===== config.mk =====
export PLATFORM = sky130hd
export DESIGN_NAME = wb_arbiter
export DESIGN_NICKNAME = d
export VERILOG_FILES = /design/src/rtl/wb_arbiter.sv
export SDC_FILE = /design/constraint.sdc
export NUM_CORES = 1
export LEC_CHECK = 0
export CORE_MARGIN = 4
export CORE_UTILIZATION = 30
export CTS_CLUSTER_DIAMETER = 40
export DETAILED_ROUTE_END_ITERATION = 10
export GPL_TIMING_DRIVEN = 1
export PLACE_DENSITY = 0.76
export SYNTH_ARGS = -nofsm -noshare
export SYNTH_HDL_FRONTEND = slang
export SYNTH_SLANG_ARGS = --single-unit

===== constraint.sdc =====
create_clock -name clk -period 1.4 [get_ports clk]
set_input_delay 0.28 -clock clk [delete_from_list [all_inputs] [get_ports clk]]
set_output_delay 0.28 -clock clk [all_outputs]
set_load 0.03 [all_outputs]

===== src/rtl/wb_arbiter.sv =====
// Writeback arbiter: shares the regfile write port between the ALU and the load unit.
// Load has fixed priority; a wait counter lets a stalled ALU override it.
module wb_arbiter #(
  parameter int XLEN     = 32,
  parameter int MAX_WAIT = 4
) (
  input  logic            clk,
  input  logic            rst,
  input  logic            alu_valid,
  input  logic [4:0]      alu_rd,
  input  logic [XLEN-1:0] alu_val,
  output logic            alu_ready,
  input  logic            mem_valid,
  input  logic [4:0]      mem_rd,
  input  logic [XLEN-1:0] mem_val,
  output logic            mem_ready,
  output logic            write_en,
  output logic [4:0]      rd,
  output logic [XLEN-1:0] rd_val,
  output logic            wb_src
);

  localparam int CW = $clog2(MAX_WAIT + 1);

  typedef struct packed {
    logic            en;
    logic [4:0]      rd;
    logic [XLEN-1:0] val;
    logic            src;
  } wb_cmd_t;

  logic [CW-1:0] wait_cnt;
  logic          starve;
  logic          alu_take;
  logic          mem_take;
  wb_cmd_t       cmd;
  wb_cmd_t       cmd_nxt;

  assign starve   = (wait_cnt >= CW'(MAX_WAIT));
  assign alu_take = alu_valid && (!mem_valid || starve);
  assign mem_take = mem_valid && !(alu_valid && starve);

  // Terms are mutually exclusive, so at most one ready fires.
  always_comb begin
    alu_ready = 1'b0;
    mem_ready = 1'b0;
    unique case (1'b1)
      !rst && alu_take: alu_ready = 1'b1;
      !rst && mem_take: mem_ready = 1'b1;
      default: ;
    endcase
  end

  always_ff @(posedge clk) begin
    if (rst || !alu_valid || alu_ready)
      wait_cnt <= '0;
    else if (!starve)
      wait_cnt <= wait_cnt + 1'b1;
  end

  // An x0 writeback is consumed but never enables the write.
  always_comb begin
    cmd_nxt    = cmd;
    cmd_nxt.en = 1'b0;
    unique case (1'b1)
      alu_ready: begin
        cmd_nxt.en  = (alu_rd != 5'd0);
        cmd_nxt.rd  = alu_rd;
        cmd_nxt.val = alu_val;
        cmd_nxt.src = 1'b0;
      end
      mem_ready: begin
        cmd_nxt.en  = (mem_rd != 5'd0);
        cmd_nxt.rd  = mem_rd;
        cmd_nxt.val = mem_val;
        cmd_nxt.src = 1'b1;
      end
      default: ;
    endcase
  end

  always_ff @(posedge clk) begin
    if (rst)
      cmd <= '0;
    else
      cmd <= cmd_nxt;
  end

  assign write_en = cmd.en;
  assign rd       = cmd.rd;
  assign rd_val   = cmd.val;
  assign wb_src   = cmd.src;

endmodule


==> impl_metrics.env <==
export IMPL_status="complete, but fails checks"
export IMPL_violations="setup timing"
export IMPL_synth_warnings=0
export IMPL_clk_pin_slew_ns=0.08
export IMPL_final_setup_viol_count=1
export IMPL_max_freq_mhz=689.2
export IMPL_drtIter0Drc=47
export IMPL_nFillCells=534
export IMPL_hp_class="flip-flop to flip-flop"
export IMPL_p_comb_share_pct=26.2
export IMPL_cts_hold_buffers=0
export IMPL_synth_top_family_by_area="compound AO/OA/AOI/OAI gates"
export IMPL_synthFlopType="dfxtp_1"
export IMPL_crit_path_end_kind="output pin"
export IMPL_p_per_area_nw_per_um2=915.1
export IMPL_critPathMaxStageDelay_ns=0.33
export IMPL_antenna_found_initial=0
export IMPL_fp_dieH_microns=83.78
export IMPL_gr_usage_all_layers_pct=15.34
export IMPL_grt_overflow=0
export IMPL_num_vias=1817
export IMPL_firstDrtPassIters=4
export IMPL_clock_skew_ns=0.005789
export IMPL_clockBufferDepth=2
export IMPL_rows=27
export IMPL_ys_ff_latch=42
export IMPL_cts_root_buf="clkbuf_8"
export IMPL_cp_data_arrival_time_ns=1.17
export IMPL_crit_slowest_cell="dfxtp_2"
export IMPL_core_area_sq_um=5540
export IMPL_total_power_uw=2834
export IMPL_cp_required_ns=1.12
export IMPL_switching_share_pct=27.54
export IMPL_worst_path_dominant_cell_family="flip-flops"
export IMPL_syn_cell_area_sq_um=1723
export IMPL_yosysMostFrequentCell="dfxtp_1"
export IMPL_grt_pass1_vias=1867
export IMPL_period_needed_ns=1.451
export IMPL_finalHoldViolations=0
export IMPL_grt_pass1_wl_microns=8749
export IMPL_drcViolationCount=0
export IMPL_syn_nets=260
export IMPL_syn_inst=180
export IMPL_fin_ws_ns=-0.05086
export IMPL_crit_fanout=2
export IMPL_place_congestion=0.7682
export IMPL_diodes=0
export IMPL_yosys_area_share_adder_pct=1.452
export IMPL_syn_avg_cell_area_sq_um=9.572
export IMPL_start_kind="flip-flop"
export IMPL_async_reset_ff_share_pct=0
export IMPL_fin_crit_sh_pct=103.6
export IMPL_worstMarginPinSlew_ns=0.3284
export IMPL_syn2layout_area_growth_pct=79.74
export IMPL_initial_core_util_pct=31.10
export IMPL_synth_simple_area_share_pct=9.078
export IMPL_multi_input_area_sq_um=688.2
export IMPL_synth_top_area_share_pct=48.80
export IMPL_fin_cells=379
export IMPL_layout_area_seq_sq_um=842.1
export IMPL_final_util_pct=55.89
export IMPL_vias_per_cell=4.794
export IMPL_grt_max_degree=27
export IMPL_max_slew_margin_pct=78.19
export IMPL_place_inst=368
export IMPL_synth_common_cells="42 x dfxtp_1, 28 x inv_1, 26 x a211oi_1, 26 x o22ai_1, 11 x a221o_1"
export IMPL_muxShareOfSynthArea_pct=0
export IMPL_antenna_left=0
export IMPL_fin_nets=386
export IMPL_maxSlewViolCount=0
export IMPL_synth_xor_area_share_pct=0
export IMPL_synth_top_area_cell="dfxtp_1"
export IMPL_worst_path_buf_inv=2
export IMPL_drive_gt1_share_pct=9.446
export IMPL_cts_sinks=42
export IMPL_wire_per_inst_microns=14.54
export IMPL_die_w_microns=83.78
export IMPL_h_tree_depth=2
export IMPL_worstPathCellList="and2b_1 -> nor2b_1 -> buf_6 -> buf_6"
export IMPL_synth_edf_count=0
export IMPL_dieArea_sq_um=7019
export IMPL_ioPinCount=119
export IMPL_grt_setup_unrepaired="true"
export IMPL_yosysSeqAreaShare_pct=48.80
export IMPL_cts_tree="yes"
export IMPL_internal_power_uw=2053
export IMPL_p_sw_uw=780.3
export IMPL_drt_wl_total_microns=5511
export IMPL_numCtsBuffers=5
export IMPL_power_leakage_uw=0.001427
export IMPL_synth_top_cells_by_area="dfxtp_1 49%, a211oi_1 11%, o22ai_1 9.4%"
export IMPL_hpwl_microns=4005
export IMPL_path_class="flip-flop to output pin"
export IMPL_pwr_share_seq_pct=46.2
export IMPL_port_buffers=118
export IMPL_clk_latency_ns=0.29
export IMPL_maxCapViolCount=0
export IMPL_synth_lib_cells_used_distinct=23
export IMPL_crit_top_cell="buf_6"
export IMPL_peakVddDrop_uv=437.1
export IMPL_pwr_share_clk_pct=27.6
export IMPL_synth_compound_area_share_pct=29.27
[layout make-up]
cell class / instances / share of cell area, %
sequential: 42 / 27.19
inverter: 28 / 3.394
multi-input combinational: 95 / 22.22
tap: 72 / 2.909
timing repair buffer: 134 / 41.33
clock buffer: 7 / 2.788
clock inverter: 1 / 0.1616
[logic make-up after synthesis]
kind of cell,Yosys count
adder cells (fa/ha/maj),2
AO/OA/AOI/OAI,67
flip-flops,42
buffers and inverters,43
AND/OR/NAND/NOR,26
[what timing repair did]
item | in CTS | in global routing
setup buffers | 2 | 2
hold endpoints to repair | 0 | 0
resized for setup | 46 | 0
gates cloned | 0 | 0
setup endpoints to repair | 63 | 18
pin swaps | 2 | 2
[state kept, by name (all words and copies together), names as in the netlist]
name,count
rd_val,32
wait_cnt,3
write_en,1
rd,5
wb_src,1
[routing by layer]
metal  track usage (%)  up-vias  share of wire [%]
met4             5.263        0                1.6
met1             17.49      822                 43
met3             5.824       10                9.3
li1                  -      903                  -
met2             26.17       82                 46
met5                 0        -                  0
[power by group through the flow]
stage / clock network (uW) / registers (uW) / logic, uW
4_1_cts: 811 / 1310 / 747
3_5_place_dp: 0 / 1340 / 792
3_3_place_gp: 0 / 1340 / 784
2_1_floorplan: 0 / 1490 / 197
6_report: 783 / 1310 / 741
5_1_grt: 860 / 1320 / 790
[path summary, 6_finish.rpt]
kind	startpoint	slack, ns	cells after the start	to
hold reg to reg	wb_src	0.45	1	wb_src
setup reg to reg	wait_cnt[2]	0.08	6	rd_val[17]
hold / removal	wb_src	0.45	1	wb_src
setup / recovery	wait_cnt[2]	-0.05	4	alu_ready
[metrics by stage]
step	worst slack, ns	hold slack, ns	setup TNS [ns]	cell area (sq um)
floorplan	0.1813	0.4156	0	1723
global placement	-0.3224	0.4417	-11.18	3023
detailed placement	-0.3787	0.4440	-12.35	3023
CTS	-0.07141	0.4570	-0.08705	3089
global route	-0.1288	0.4843	-0.1509	3097
finish	-0.05086	0.4532	-0.05086	3097
[cells in the final DEF, fill, tap and decap left out, drive strengths merged]
| master | netlist | routed |
|---|---|---|
| o22ai | 26 | 26 |
| clkdlybuf4s50 | 0 | 74 |
| dfxtp | 42 | 42 |
| a22o | 1 | 1 |
| and2b | 2 | 2 |
| nand2 | 2 | 2 |
| dlygate4sd2 | 0 | 42 |
| a21bo | 1 | 1 |
| o21ba | 1 | 1 |
| buf | 13 | 18 |
| nor2b | 2 | 2 |
| nor3 | 3 | 3 |
| ha | 2 | 2 |
| a21o | 1 | 1 |
| and2 | 11 | 11 |
| nor2 | 3 | 3 |
| a221o | 11 | 11 |
| a211oi | 26 | 26 |
| and3 | 3 | 3 |
| inv | 28 | 28 |
| clkinv | 0 | 1 |
| clkbuf | 2 | 7 |
Note: power is estimated with default switching activity, not from simulation.
